**config.mk**
```make
export PLATFORM = sky130hd
export DESIGN_NAME = id_ex_operand_stage_flat
export DESIGN_NICKNAME = d
export VERILOG_FILES = /design/src/rtl/id_ex_operand_stage_if.sv /design/src/rtl/id_ex_operand_stage.sv /design/src/flat_wrapper.sv
export SDC_FILE = /design/constraint.sdc
export NUM_CORES = 1
export LEC_CHECK = 0
export BUFFER_PORTS_ARGS = -buffer_cell sky130_fd_sc_hd__buf_2
export CAP_MARGIN = 20
export CORE_MARGIN = 2
export CORE_UTILIZATION = 30
export CTS_CLUSTER_DIAMETER = 30
export DETAILED_ROUTE_END_ITERATION = 6
export HOLD_SLACK_MARGIN = 0.12
export PLACE_DENSITY_LB_ADDON = 0.12
export SYNTH_ARGS = -nofsm -noshare
export SYNTH_HDL_FRONTEND = slang
export SYNTH_SLANG_ARGS = --single-unit
```
**constraint.sdc**
```tcl
create_clock -name clk -period 2.7 [get_ports clk]
set_clock_uncertainty 0.05 [all_clocks]
set_input_delay 0.405 -clock clk [delete_from_list [all_inputs] [get_ports clk]]
set_output_delay 0.405 -clock clk [all_outputs]
set_load 0.02 [all_outputs]
```
**src/rtl/id_ex_operand_stage_if.sv**
```systemverilog
// Decode/execute boundary bundle: decoded operands in, writeback
// forwarding sources in, registered operands and hazard flag out.
interface id_ex_operand_stage_if;
  logic        id_valid;
  logic [15:0] id_rs_val;
  logic [15:0] id_rt_val;
  logic [2:0]  id_rs_idx;
  logic [2:0]  id_rt_idx;
  logic        id_rs_used;
  logic        id_rt_used;
  logic [15:0] id_imm;
  logic        id_use_imm;
  logic [1:0]  id_op;
  logic        id_cin;
  logic        id_wr_en;
  logic [2:0]  id_wr_idx;
  logic        id_is_load;
  logic        exm_wr_en;
  logic [2:0]  exm_wr_idx;
  logic [15:0] exm_result;
  logic        mwb_wr_en;
  logic [2:0]  mwb_wr_idx;
  logic [15:0] mwb_result;
  logic        stall;
  logic        flush;
  logic        load_use;
  logic        ex_valid;
  logic [15:0] ex_in_a;
  logic [15:0] ex_b;
  logic        ex_cin;
  logic [1:0]  ex_op;
  logic        ex_wr_en;
  logic [2:0]  ex_wr_idx;
  logic        ex_is_load;

  modport master (
    output id_valid, id_rs_val, id_rt_val, id_rs_idx, id_rt_idx, id_rs_used,
           id_rt_used, id_imm, id_use_imm, id_op, id_cin, id_wr_en, id_wr_idx,
           id_is_load, exm_wr_en, exm_wr_idx, exm_result, mwb_wr_en,
           mwb_wr_idx, mwb_result, stall, flush,
    input  load_use, ex_valid, ex_in_a, ex_b, ex_cin, ex_op, ex_wr_en,
           ex_wr_idx, ex_is_load
  );

  modport slave (
    input  id_valid, id_rs_val, id_rt_val, id_rs_idx, id_rt_idx, id_rs_used,
           id_rt_used, id_imm, id_use_imm, id_op, id_cin, id_wr_en, id_wr_idx,
           id_is_load, exm_wr_en, exm_wr_idx, exm_result, mwb_wr_en,
           mwb_wr_idx, mwb_result, stall, flush,
    output load_use, ex_valid, ex_in_a, ex_b, ex_cin, ex_op, ex_wr_en,
           ex_wr_idx, ex_is_load
  );
endinterface

```
**src/rtl/id_ex_operand_stage.sv**
```systemverilog
// ID/EX pipeline register for the 16-bit logic/add unit. Holds decoded
// operands, forwards EX/MEM and MEM/WB results onto the outgoing operands,
// inserts a bubble on load-use hazards and honours stall/flush.
module id_ex_operand_stage (
  input  logic                   clk,
  input  logic                   rst_n,
  id_ex_operand_stage_if.slave   bus
);

  typedef enum logic {EMPTY = 1'b0, FULL = 1'b1} state_t;

  state_t      state, state_next;
  logic [15:0] rs_val, rs_val_next;
  logic [15:0] rt_val, rt_val_next;
  logic [15:0] imm, imm_next;
  logic        use_imm, use_imm_next;
  logic [2:0]  rs_idx, rs_idx_next;
  logic [2:0]  rt_idx, rt_idx_next;
  logic        rs_used, rs_used_next;
  logic        rt_used, rt_used_next;
  logic [1:0]  op, op_next;
  logic        cin, cin_next;
  logic        wr_en, wr_en_next;
  logic [2:0]  wr_idx, wr_idx_next;
  logic        is_load, is_load_next;

  logic        valid;
  logic [15:0] fwd_rs;
  logic [15:0] fwd_rt;
  logic        load_use;

  assign valid = (state == FULL);

  // rs operand bypass: newest writer (EX/MEM) beats older (MEM/WB)
  always_comb begin
    fwd_rs = rs_val;
    if (rs_used && bus.exm_wr_en && (bus.exm_wr_idx == rs_idx))
      fwd_rs = bus.exm_result;
    else if (rs_used && bus.mwb_wr_en && (bus.mwb_wr_idx == rs_idx))
      fwd_rs = bus.mwb_result;
  end

  // rt operand bypass, same priority as rs
  always_comb begin
    fwd_rt = rt_val;
    if (rt_used && bus.exm_wr_en && (bus.exm_wr_idx == rt_idx))
      fwd_rt = bus.exm_result;
    else if (rt_used && bus.mwb_wr_en && (bus.mwb_wr_idx == rt_idx))
      fwd_rt = bus.mwb_result;
  end

  // A load sitting here cannot forward yet, so a dependent decode must wait
  assign load_use = bus.id_valid && valid && is_load && wr_en &&
                    ((bus.id_rs_used && (bus.id_rs_idx == wr_idx)) ||
                     (bus.id_rt_used && !bus.id_use_imm && (bus.id_rt_idx == wr_idx)));

  // Next-state selection: flush, then stall, then bubble, then capture
  always_comb begin
    state_next   = state;
    rs_val_next  = rs_val;
    rt_val_next  = rt_val;
    imm_next     = imm;
    use_imm_next = use_imm;
    rs_idx_next  = rs_idx;
    rt_idx_next  = rt_idx;
    rs_used_next = rs_used;
    rt_used_next = rt_used;
    op_next      = op;
    cin_next     = cin;
    wr_en_next   = wr_en;
    wr_idx_next  = wr_idx;
    is_load_next = is_load;
    if (bus.flush) begin
      state_next   = EMPTY;
      wr_en_next   = 1'b0;
      is_load_next = 1'b0;
    end else if (bus.stall) begin
      rs_val_next = fwd_rs;
      rt_val_next = fwd_rt;
    end else if (load_use) begin
      state_next   = EMPTY;
      wr_en_next   = 1'b0;
      is_load_next = 1'b0;
    end else begin
      state_next   = bus.id_valid ? FULL : EMPTY;
      rs_val_next  = bus.id_rs_val;
      rt_val_next  = bus.id_rt_val;
      imm_next     = bus.id_imm;
      use_imm_next = bus.id_use_imm;
      rs_idx_next  = bus.id_rs_idx;
      rt_idx_next  = bus.id_rt_idx;
      rs_used_next = bus.id_rs_used;
      rt_used_next = bus.id_rt_used;
      op_next      = bus.id_op;
      cin_next     = bus.id_cin;
      wr_en_next   = bus.id_wr_en;
      wr_idx_next  = bus.id_wr_idx;
      is_load_next = bus.id_is_load;
    end
  end

  // State register (EMPTY/FULL)
  always_ff @(posedge clk or negedge rst_n) begin
    if (!rst_n) state <= EMPTY;
    else        state <= state_next;
  end

  // Operand and control registers
  always_ff @(posedge clk or negedge rst_n) begin
    if (!rst_n) begin
      rs_val  <= '0;
      rt_val  <= '0;
      imm     <= '0;
      use_imm <= 1'b0;
      rs_idx  <= '0;
      rt_idx  <= '0;
      rs_used <= 1'b0;
      rt_used <= 1'b0;
      op      <= '0;
      cin     <= 1'b0;
      wr_en   <= 1'b0;
      wr_idx  <= '0;
      is_load <= 1'b0;
    end else begin
      rs_val  <= rs_val_next;
      rt_val  <= rt_val_next;
      imm     <= imm_next;
      use_imm <= use_imm_next;
      rs_idx  <= rs_idx_next;
      rt_idx  <= rt_idx_next;
      rs_used <= rs_used_next;
      rt_used <= rt_used_next;
      op      <= op_next;
      cin     <= cin_next;
      wr_en   <= wr_en_next;
      wr_idx  <= wr_idx_next;
      is_load <= is_load_next;
    end
  end

  assign bus.load_use   = load_use;
  assign bus.ex_valid   = valid;
  assign bus.ex_in_a    = fwd_rs;
  assign bus.ex_b       = use_imm ? imm : fwd_rt;
  assign bus.ex_cin     = cin;
  assign bus.ex_op      = op;
  assign bus.ex_wr_en   = wr_en && valid;
  assign bus.ex_wr_idx  = wr_idx;
  assign bus.ex_is_load = is_load;

endmodule

```
**src/flat_wrapper.sv**
```systemverilog
// flat-port wrapper written by rule: the top's interface ports become plain ports
module id_ex_operand_stage_flat 
  (clk, rst_n, bus_id_valid, bus_id_rs_val, bus_id_rt_val, bus_id_rs_idx, bus_id_rt_idx, bus_id_rs_used, bus_id_rt_used, bus_id_imm, bus_id_use_imm, bus_id_op, bus_id_cin, bus_id_wr_en, bus_id_wr_idx, bus_id_is_load, bus_exm_wr_en, bus_exm_wr_idx, bus_exm_result, bus_mwb_wr_en, bus_mwb_wr_idx, bus_mwb_result, bus_stall, bus_flush, bus_load_use, bus_ex_valid, bus_ex_in_a, bus_ex_b, bus_ex_cin, bus_ex_op, bus_ex_wr_en, bus_ex_wr_idx, bus_ex_is_load);
  id_ex_operand_stage_if bus_i ();
  input  logic clk;
  input  logic rst_n;
  input wire logic [$bits(bus_i.id_valid)-1:0] bus_id_valid;
  input wire logic [$bits(bus_i.id_rs_val)-1:0] bus_id_rs_val;
  input wire logic [$bits(bus_i.id_rt_val)-1:0] bus_id_rt_val;
  input wire logic [$bits(bus_i.id_rs_idx)-1:0] bus_id_rs_idx;
  input wire logic [$bits(bus_i.id_rt_idx)-1:0] bus_id_rt_idx;
  input wire logic [$bits(bus_i.id_rs_used)-1:0] bus_id_rs_used;
  input wire logic [$bits(bus_i.id_rt_used)-1:0] bus_id_rt_used;
  input wire logic [$bits(bus_i.id_imm)-1:0] bus_id_imm;
  input wire logic [$bits(bus_i.id_use_imm)-1:0] bus_id_use_imm;
  input wire logic [$bits(bus_i.id_op)-1:0] bus_id_op;
  input wire logic [$bits(bus_i.id_cin)-1:0] bus_id_cin;
  input wire logic [$bits(bus_i.id_wr_en)-1:0] bus_id_wr_en;
  input wire logic [$bits(bus_i.id_wr_idx)-1:0] bus_id_wr_idx;
  input wire logic [$bits(bus_i.id_is_load)-1:0] bus_id_is_load;
  input wire logic [$bits(bus_i.exm_wr_en)-1:0] bus_exm_wr_en;
  input wire logic [$bits(bus_i.exm_wr_idx)-1:0] bus_exm_wr_idx;
  input wire logic [$bits(bus_i.exm_result)-1:0] bus_exm_result;
  input wire logic [$bits(bus_i.mwb_wr_en)-1:0] bus_mwb_wr_en;
  input wire logic [$bits(bus_i.mwb_wr_idx)-1:0] bus_mwb_wr_idx;
  input wire logic [$bits(bus_i.mwb_result)-1:0] bus_mwb_result;
  input wire logic [$bits(bus_i.stall)-1:0] bus_stall;
  input wire logic [$bits(bus_i.flush)-1:0] bus_flush;
  output wire logic [$bits(bus_i.load_use)-1:0] bus_load_use;
  output wire logic [$bits(bus_i.ex_valid)-1:0] bus_ex_valid;
  output wire logic [$bits(bus_i.ex_in_a)-1:0] bus_ex_in_a;
  output wire logic [$bits(bus_i.ex_b)-1:0] bus_ex_b;
  output wire logic [$bits(bus_i.ex_cin)-1:0] bus_ex_cin;
  output wire logic [$bits(bus_i.ex_op)-1:0] bus_ex_op;
  output wire logic [$bits(bus_i.ex_wr_en)-1:0] bus_ex_wr_en;
  output wire logic [$bits(bus_i.ex_wr_idx)-1:0] bus_ex_wr_idx;
  output wire logic [$bits(bus_i.ex_is_load)-1:0] bus_ex_is_load;
  assign bus_i.id_valid = bus_id_valid;
  assign bus_i.id_rs_val = bus_id_rs_val;
  assign bus_i.id_rt_val = bus_id_rt_val;
  assign bus_i.id_rs_idx = bus_id_rs_idx;
  assign bus_i.id_rt_idx = bus_id_rt_idx;
  assign bus_i.id_rs_used = bus_id_rs_used;
  assign bus_i.id_rt_used = bus_id_rt_used;
  assign bus_i.id_imm = bus_id_imm;
  assign bus_i.id_use_imm = bus_id_use_imm;
  assign bus_i.id_op = bus_id_op;
  assign bus_i.id_cin = bus_id_cin;
  assign bus_i.id_wr_en = bus_id_wr_en;
  assign bus_i.id_wr_idx = bus_id_wr_idx;
  assign bus_i.id_is_load = bus_id_is_load;
  assign bus_i.exm_wr_en = bus_exm_wr_en;
  assign bus_i.exm_wr_idx = bus_exm_wr_idx;
  assign bus_i.exm_result = bus_exm_result;
  assign bus_i.mwb_wr_en = bus_mwb_wr_en;
  assign bus_i.mwb_wr_idx = bus_mwb_wr_idx;
  assign bus_i.mwb_result = bus_mwb_result;
  assign bus_i.stall = bus_stall;
  assign bus_i.flush = bus_flush;
  assign bus_load_use = bus_i.load_use;
  assign bus_ex_valid = bus_i.ex_valid;
  assign bus_ex_in_a = bus_i.ex_in_a;
  assign bus_ex_b = bus_i.ex_b;
  assign bus_ex_cin = bus_i.ex_cin;
  assign bus_ex_op = bus_i.ex_op;
  assign bus_ex_wr_en = bus_i.ex_wr_en;
  assign bus_ex_wr_idx = bus_i.ex_wr_idx;
  assign bus_ex_is_load = bus_i.ex_is_load;
  id_ex_operand_stage u_core (.clk(clk), .rst_n(rst_n), .bus(bus_i));
endmodule
```
==> flow_metrics.tcl, run 1 <==
set metrics [dict create \
    area_growth_pct 41.27 \
    slew_headroom_pct 40.86 \
    synth_cell_types 31 \
    nFillCells 1272 \
    gp_congestion 0.8010 \
    maxSlewViolCount 0 \
    peakVddDrop_uv 390.7 \
    postRouteAntennaNets 0 \
    status "finished, violations left" \
    root_buffer "clkbuf_16" \
    initial_core_util_pct 31.10 \
    track_usage_pct 19.18 \
    area.sequential_sq_um 1652 \
    wl_per_cell_microns 19.06 \
    worstSetupPathType "reg2out" \
    grt_max_degree 67 \
    synth_fp_nets 466 \
    ys_seq_elements 66 \
    grt_pass1_wl_microns 20650 \
    num_rows 41 \
    critPathMaxFanout 8 \
    startpoint_type "flip-flop" \
    crit_required_ps 2250 \
    dp_hpwl_microns 8712 \
    drc 0 \
    cp_common_cell "buf_6" \
    pre_cts_ws_ps 141.9 \
    n_antenna_cell 0 \
    setup_slack_ps -26.62 \
    cp_cell_sequence "xor2_2 -> nor4_4 -> buf_6 -> buf_12 -> mux2i_4 -> o21ai_4 -> mux2_2 -> buf_6" \
    critPathBufInv 3 \
    core_sq_um 12720 \
    path_delay_family "multiplexers" \
    routed_via_density 5.157 \
    drtIter0Drc 264 \
    h-tree-depth 3 \
    seq_area_frac_synth_pct 41.75 \
    tightest_slew_ps 887.1 \
    first_pass_iters 4 \
    clock_path_buffers 2 \
    die_w_microns 118.8 \
    hold_path_class "in2async" \
    io_pins 152 \
    clk_pin_slew_worst_paths_ps 60 \
    io_buffers 151 \
    endpoint_kind "output pin" \
    multi_input_area_sq_um 2325 \
    drt-total-wl_microns 13090 \
    clkSinkCount 66 \
    setup_viol 1 \
    antenna_found_initial 1 \
    timing.final.crit_share_pct 101.0 \
    hold_ws_ps 132.8 \
    grt_pass1_vias 3678 \
    cts_tree "yes" \
    cpPeakStageDelay_ps 400 \
    min_period_ps 2727 \
    cp.arrival_ps 2270 \
    hold_viol_final 0 \
    slowest_stage "dfrtp_1" \
    cts_buffers 9 \
    fmax_mhz 366.8 \
    die_h_microns 118.8 \
    avgSynthCellArea_sq_um 11.11 \
    via_count 3543 \
    p_per_area_nw_per_um2 670.6 \
    drive_gt1_share_pct 54.95 \
    leakagePower_nw 2.288 \
    dieArea_sq_um 14120 \
    post-route-util_pct 43.93 \
    fin_setup_tns_ps -26.62 \
    worstSkewPairLatency_ps 350 \
    yosysWarnings 0 \
    maxCapViolations 0 \
    violations "negative setup slack" \
    grt-ovfl-total 0 \
    rsz0062_at_grt "yes" \
    fin_nets 620 \
    synth_cells 356 \
    mappedNetlistArea_sq_um 3956 \
]
-- worst paths after layout --
kind                       depth (start not counted)                    start  slack, ps                end
min reg2reg                                        1            u_core.imm[5]        430      u_core.imm[5]
max                                                8         u_core.rt_idx[1]        -30       bus_ex_b[14]
max reg2reg                                        6  u_core.bus.ex_wr_idx[2]        610  u_core.rt_val[15]
min in group clk                                   2            bus_id_imm[5]        230      u_core.imm[5]
min                                                1                    rst_n        130      u_core.imm[7]
max in group asynchronous                          1                    rst_n       1890     u_core.imm[12]
-- cell usage in the layout (no fill, tap or decap), types with 3 or more instances in the layout --
cell type,n
nor3_1,6
mux2_1,8
a22o_1,3
or4_1,26
mux2i_1,30
o21ai_2,20
o21ai_1,11
mux2i_2,3
buf_4,16
buf_2,147
inv_1,3
bufinv_16,3
o221a_1,13
mux2i_4,4
dfrtp_1,66
mux2_2,39
buf_12,4
o221a_2,18
xor2_1,11
clkbuf_16,9
xnor2_1,6
nor4_4,4
nor2_1,7
nand2_1,37
-- through the flow --
step	instances	area, sq um	power (mW)
2_1_floorplan	356	3956	1.882
3_3_place_gp	662	4984	2.252
3_5_place_dp	662	4984	2.269
4_1_cts	685	5495	3.752
5_1_grt	687	5589	3.924
6_report	687	5589	3.748
-- cell usage after synthesis --
master	count	area share (%)
buf_2	6	0.76
or4_1	26	4.9
mux2_1	9	2.6
dfrtp_1	66	42
nor2b_1	1	0.16
a21oi_1	1	0.13
nor4_2	1	0.32
o221a_1	13	3.7
o21ai_2	10	2.2
and2_1	1	0.16
nor2_1	7	0.66
xor2_1	12	2.7
clkbuf_1	20	1.9
inv_1	3	0.28
nor3_2	1	0.25
a221oi_2	1	0.38
buf_1	1	0.095
nand3_1	1	0.13
mux2_2	39	11
nor4_4	2	1.1
nor3_1	6	0.76
nor4_1	1	0.16
o21ai_1	22	2.8
nand4_1	2	0.32
a22o_1	3	0.66
mux2i_1	37	9.4
o221a_2	18	5.1
a21oi_2	1	0.22
nand2_1	37	3.5
buf_6	2	0.57
xnor2_1	6	1.3
-- report_power, final --
| part | switching (mW) | internal, mW |
|---|---|---|
| clock | 0.458 | 0.949 |
| sequential | 0.0981 | 1.13 |
| combinational | 0.591 | 0.517 |
-- area by class of cell --
| cell class | instances | area share, % |
|---|---|---|
| flip-flops and latches | 66 | 29.55 |
| multi-input cells | 258 | 41.59 |
| clock inverters | 5 | 1.791 |
| well taps | 172 | 3.850 |
| inverters | 3 | 0.2015 |
| repair buffers | 172 | 18.49 |
| clock buffers | 11 | 4.522 |
-- cell families (layout without fill, tap and decap cells) --
logic type | after synthesis | after routing | synth area share, %
AO/OA/AOI/OAI | 69 | 69 | 15.21
XOR/XNOR | 18 | 18 | 3.985
buffers and inverters | 32 | 191 | 3.605
flip-flops | 66 | 66 | 41.75
multiplexers | 85 | 85 | 23.02
AND/OR/NAND/NOR | 86 | 86 | 12.43
-- registers in the layout, summed over array words and instances, names as in the netlist, 2 cells and up --
signal	flops
u_core.bus.ex_op	2
u_core.bus.ex_wr_idx	3
u_core.imm	16
u_core.rs_idx	3
u_core.rs_val	16
u_core.rt_idx	3
u_core.rt_val	16
-- metal layers --
metal	GRT usage, %	vias to the layer above	part of all wire [%]
li1	-	1662	-
met1	25.94	1728	46
met2	29.27	138	45
met3	5.795	13	7.6
met4	6.250	2	1.2
met5	0	-	0.092
-- what timing repair did --
item                       4_1_cts  5_1_grt
gates cloned                     2        0
buffers inserted                 5        2
hold buffers                     0        0
setup endpoints to repair       14       16
resized for setup               18       16
hold endpoints to repair         0        0
pin swaps                        5        2
No activity file was read; power rests on OpenSTA's default activity.
==> run 2, diff against run 1 <==
Settings changed: PLACE_DENSITY set to 0.51, PLACE_DENSITY_LB_ADDON 0.12 to not set.
==> flow_metrics.tcl, run 2 (synthesis results as in run 1) <==
set metrics [dict create \
    dieArea_sq_um 14120 \
    initial_core_util_pct 31.10 \
    cts_buffers 9 \
    routed_via_density 5.123 \
    cp_cell_sequence "xor2_1 -> nor4_4 -> buf_6 -> buf_12 -> mux2i_2 -> o21ai_2 -> mux2_2 -> buf_2" \
    crit_required_ps 2250 \
    setup_slack_ps -19.95 \
    fin_setup_tns_ps -35.80 \
    seqPwrFrac_pct 36.3 \
    clock_path_buffers 2 \
    grt_busiest_layer "met2" \
    internal_power_mw 2.269 \
    design_area_sq_um 5444 \
    worstSetupPathType "reg2out" \
    slowest_stage "dfrtp_1" \
    grt_use_met3_pct 6.705 \
    min_period_ps 2720 \
    p_sw_mw 1.157 \
    fmax_mhz 367.7 \
    drc 0 \
    area_growth_pct 37.60 \
    clockPowerShare_pct 32.4 \
    worstSkewPairLatency_ps 340 \
    track_usage_pct 18.89 \
    maxSlewViolCount 0 \
    die_h_microns 118.8 \
    io_pins 152 \
    reg.largest.list "u_core.imm (16), u_core.rs_val (16), u_core.rt_val (16)" \
    die_w_microns 118.8 \
    dp_hpwl_microns 9066 \
    leakagePower_nw 2.216 \
    core_sq_um 12720 \
    wl_per_cell_microns 18.90 \
    gr-usage-met2_pct 29.92 \
    antenna_found_initial 1 \
    grt_util_met1_pct 24.52 \
    grt_max_degree 67 \
    tightest_slew_ps 883.8 \
    hold_ws_ps 132.5 \
    io_buffers 151 \
    grt-ovfl-total 0 \
    critPathBufInv 3 \
    root_buffer "clkbuf_16" \
    cpPeakStageDelay_ps 410 \
    n_antenna_cell 0 \
    drive_gt1_share_pct 53.41 \
    swShare_pct 33.78 \
    via_count 3509 \
    hold_path_class "in2async" \
    critPathMaxFanout 8 \
    gp_congestion 0.8833 \
    cts_tree "yes" \
    grt_pass1_wl_microns 20470 \
    postRouteAntennaNets 0 \
    endpoint_kind "output pin" \
    first_pass_iters 4 \
    drtIter0Drc 185 \
    num_rows 41 \
    clkSinkCount 66 \
    setup_viol 4 \
    grt_pass1_vias 3748 \
    hold_viol_final 0 \
    fin_nets 618 \
    drt-total-wl_microns 12950 \
    status "finished, violations left" \
    violations "negative setup slack" \
    comb_power_share_pct 31.3 \
    final_cell_mix "buf_2, dfrtp_1, mux2_2, nand2_1, mux2i_1" \
    final_common_cell "buf_2" \
    cp.arrival_ps 2260 \
    rsz0062_at_grt "yes" \
    postPlaceCellArea_sq_um 4996 \
    peakVddDrop_uv 516.9 \
    slew_headroom_pct 41.08 \
    p_per_area_nw_per_um2 629.3 \
    h-tree-depth 3 \
    timing.final.crit_share_pct 100.7 \
    p_total_mw 3.426 \
    maxCapViolations 0 \
    path_delay_family "multiplexers" \
    startpoint_type "flip-flop" \
    clk_pin_slew_worst_paths_ps 60 \
    post-route-util_pct 42.79 \
]
-- run 2: layer usage --
| metal | wire length [microns] | vias to the layer above |
|---|---|---|
| met5 | 0 | - |
| met4 | 111 | 0 |
| met3 | 898 | 8 |
| met2 | 6047 | 119 |
| met1 | 5891 | 1716 |
| li1 | - | 1666 |
-- run 2: stage by stage --
stage	setup slack, ps	std cells
floorplan	333.2	356
global placement	147.7	662
detailed placement	131.1	662
CTS	-23.04	685
global route	-145.4	685
finish	-19.95	685
-- run 2: cell type report --
| cell class | instances | area, sq um |
|---|---|---|
| clock buffer | 9 | 225.2 |
| timing repair buffer | 170 | 1021 |
| fill | 1292 | 7278 |
| clock inverter | 7 | 55.05 |
| inverter | 3 | 11.26 |
| tap | 172 | 215.2 |
| multi-input combinational | 258 | 2265 |
| sequential | 66 | 1652 |
-- run 2: final timing paths --
path	depth (start not counted)	start	end	slack [ps]
worst max register to register	6	u_core.bus.ex_wr_idx[2]	u_core.imm[11]	530
min in group clk	2	bus_id_imm[9]	u_core.imm[9]	230
max in group asynchronous	1	rst_n	u_core.rt_val[4]	1890
worst min-delay path	1	rst_n	u_core.imm[14]	130
worst max-delay path	8	u_core.rt_idx[0]	bus_ex_b[14]	-20
worst min register to register	1	u_core.imm[9]	u_core.imm[9]	430
-- run 2: worst register-to-register path, stage by stage (launching register included) --
cell and delay (ps):
dfrtp_1 420, xnor2_1 160, nand4_1 150, a21oi_4 90, nor3_4 570, buf_12 260, mux2_2 360
-- run 2: what timing repair did --
action | in CTS | in global routing
pin swaps | 5 | 1
gates cloned | 1 | 0
hold endpoints to repair | 0 | 0
setup buffers | 6 | 0
endpoints found under the setup margin | 16 | 16
resized for setup | 16 | 8
hold buffers | 0 | 0
-- run 2: power groups by stage --
stage          sequential, mW  combinational [mW]  clock [mW]
6_report                 1.24                1.07        1.11
5_1_grt                  1.26                1.16        1.18
4_1_cts                  1.24                1.07        1.14
3_5_place_dp             1.26                1.01           0
3_3_place_gp             1.25               0.997           0
2_1_floorplan            1.24               0.644           0
==> run 3, diff against run 2 <==
Settings changed: ABC_AREA set to 1, PLACE_DENSITY 0.51 to 0.5.
==> flow_metrics.tcl, run 3 <==
set metrics [dict create \
    cts.repair.resized 0 \
    yosys.area_share.simple_pct 47.83 \
    slowest_stage "dfrtp_1" \
    maxSlewViolCount 0 \
    io_buffers 151 \
    worstSkewPairLatency_ps 340 \
    grt_busiest_layer "met2" \
    reg.largest.list "u_core.imm (16), u_core.rs_val (16), u_core.rt_val (16)" \
    drtIter0Drc 343 \
    internal_power_mw 2.217 \
    grt_util_met1_pct 27.74 \
    drt-total-wl_microns 16470 \
    area_growth_pct 26.17 \
    clk_pin_slew_worst_paths_ps 60 \
    mappedNetlistArea_sq_um 4667 \
    nFillCells 1738 \
    cp_cell_sequence "inv_2 -> nor2_1 -> nor3_2 -> nand2_2 -> inv_2 -> nand2_1 -> a31oi_1 -> buf_2" \
    postCtsSetupRepairBufs 0 \
    critPathMaxFanout 16 \
    cpPeakStageDelay_ps 380 \
    gr-usage-met2_pct 31.53 \
    gp_congestion 0.8326 \
    synth_top_family_by_area "simple AND/OR/NAND/NOR gates" \
    holdBufCountCts 1 \
    ff2ff_setup_slack_ps 900 \
    worstSetupPathType "reg2out" \
    r2r_start "u_core.bus.ex_wr_idx[0]" \
    min_from "bus_id_wr_en" \
    synth_edf_count 0 \
    track_usage_pct 20.26 \
    synth_fp_nets 830 \
    min_period_ps 2458 \
    h-tree-depth 3 \
    synth_commonest_cells "nand2_1, nor2_1, nand3_1, dfrtp_1, inv_1" \
    design_area_sq_um 5888 \
    die_w_microns 128.7 \
    hold_viol_final 0 \
    n_antenna_cell 0 \
    antenna_found_initial 0 \
    clock_path_buffers 2 \
    drc 0 \
    yosysMostFrequentCell "nand2_1" \
    io_pins 152 \
    hold_path_class "in2reg" \
    postPlaceCellArea_sq_um 5584 \
    root_buffer "clkbuf_16" \
    status "finished clean" \
    dieArea_sq_um 16570 \
    cts_buffers 9 \
    drive_gt1_share_pct 28.87 \
    grt_max_degree 65 \
    peakVddDrop_uv 387.1 \
    final_cell_mix "nand2_1, buf_2, nor2_1, nand3_1" \
    fmax_mhz 406.8 \
    p_sw_mw 1.227 \
    p_per_area_nw_per_um2 584.8 \
    grt_pass1_wl_microns 25370 \
    core_sq_um 15200 \
    synth_top_cell_area_share_pct 35.39 \
    synth.area.top_cells "dfrtp_1, nand2_1, nand3_1" \
    cp.arrival_ps 2000 \
    startpoint_type "flip-flop" \
    setup_viol 0 \
    fin_setup_tns_ps 0 \
    dp_hpwl_microns 12250 \
    maxCapViolations 0 \
    seq_area_frac_synth_pct 35.39 \
    synth_compound_area_share_pct 5.952 \
    swShare_pct 35.62 \
    endpoint_kind "output pin" \
    muxShareOfSynthArea_pct 0 \
    grt_use_met3_pct 5.530 \
    die_h_microns 128.7 \
    slew_headroom_pct 53.34 \
    ys_seq_elements 66 \
    rsz0062_at_grt "no" \
    synth_cell_types 24 \
    comb_power_share_pct 30.9 \
    clkSinkCount 66 \
    ys_async_sr_fraction_pct 100.0 \
    first_pass_iters 5 \
    yosysWarnings 0 \
    leakagePower_nw 3.409 \
    timing.final.crit_share_pct 91.04 \
    num_rows 45 \
    final_common_cell "nand2_1" \
    tightest_slew_ps 699.9 \
    via_count 4852 \
    crit_required_ps 2250 \
    routed_via_density 4.603 \
    avgSynthCellArea_sq_um 6.482 \
    synthAdderAreaFrac_pct 0 \
    postRouteAntennaNets 0 \
    fin_nets 972 \
    synth_flop_cell "dfrtp_1" \
    synth_largest_area_cell "dfrtp_1" \
    grt_pass1_vias 4626 \
    grt-ovfl-total 0 \
    initial_core_util_pct 30.70 \
    clockPowerShare_pct 34.4 \
    cp-startpoint "u_core.rt_idx[2]" \
    wl_per_cell_microns 15.63 \
    synthXorXnorAreaFrac_pct 0 \
    cts_tree "yes" \
    seqPwrFrac_pct 34.6 \
    cp_common_cell "inv_2" \
    synth_cells 720 \
]
==> run 3: cell types whose count changed after synthesis, moves of 27 or more <==
cell,previous run,this run
nor2_1,7,93
mux2_2,39,0
nand2_2,0,27
inv_1,3,66
nand3_1,1,78
nand2_1,37,263
mux2i_1,37,0
==> run 3: power groups by stage <==
stage	clock network (mW)	logic, mW	registers (mW)
after floorplan	0	0.684	1.21
after global placement	0	1.07	1.21
after detailed placement	0	1.07	1.21
after CTS	1.22	1.08	1.19
after global routing	1.27	1.19	1.21
final	1.19	1.07	1.19
==> run 3: final cells by class <==
cell class              instances  area [sq um]  share of cell area [%]
clock buffers                  10         239.0                   4.059
clock inverters                 5         55.05                  0.9350
well taps                     188         235.2                   3.995
inverters                      77         289.0                   4.909
repair buffers                166         908.4                   15.43
flip-flops and latches         66          1652                   28.05
multi-input cells             542          2510                   42.63
==> run 3: critical path, delay by kind of cell (launching register included) <==
family                 cells  cell delay [ps]
and+or+nand+nor            4              450
AOI/OAI and AO/OA          1              260
buffers and inverters      3              570
DFF                        1              380
==> run 3: per-stage QoR <==
step	hold WS [ps]	worst slack, ps	std cells	total power [mW]	utilization (%)
final	201.4	241.8	1054	3.444	38.73
after global placement	407.3	524.1	1038	2.282	36.73
after floorplan	59.41	719.8	720	1.889	-
after detailed placement	407.6	463.3	1038	2.282	36.73
after global routing	209.6	83.92	1054	3.667	38.73
after CTS	187.6	197.2	1054	3.494	38.73
==> run 3: logic make-up after synthesis <==
| logic type | Yosys count |
|---|---|
| compound gates | 50 |
| buf+inv | 112 |
| flops | 66 |
| simple gates | 492 |
==> run 3: worst paths after layout <==
check | end | cells after the start
min in group asynchronous | u_core.bus.ex_cin | 2
max in group asynchronous | u_core.rs_val[8] | 3
worst min register to register | u_core.rt_val[8] | 2
worst max-delay path | bus_ex_b[0] | 8
worst min-delay path | u_core.wr_en | 3
worst max register to register | u_core.bus.ex_wr_idx[0] | 11
==> run 3: layer usage <==
layer  vias up  share of wire, %
met3        14               5.6
li1       2517                 -
met4         0               1.7
met5         -                 0
met2       136                45
met1      2185                48
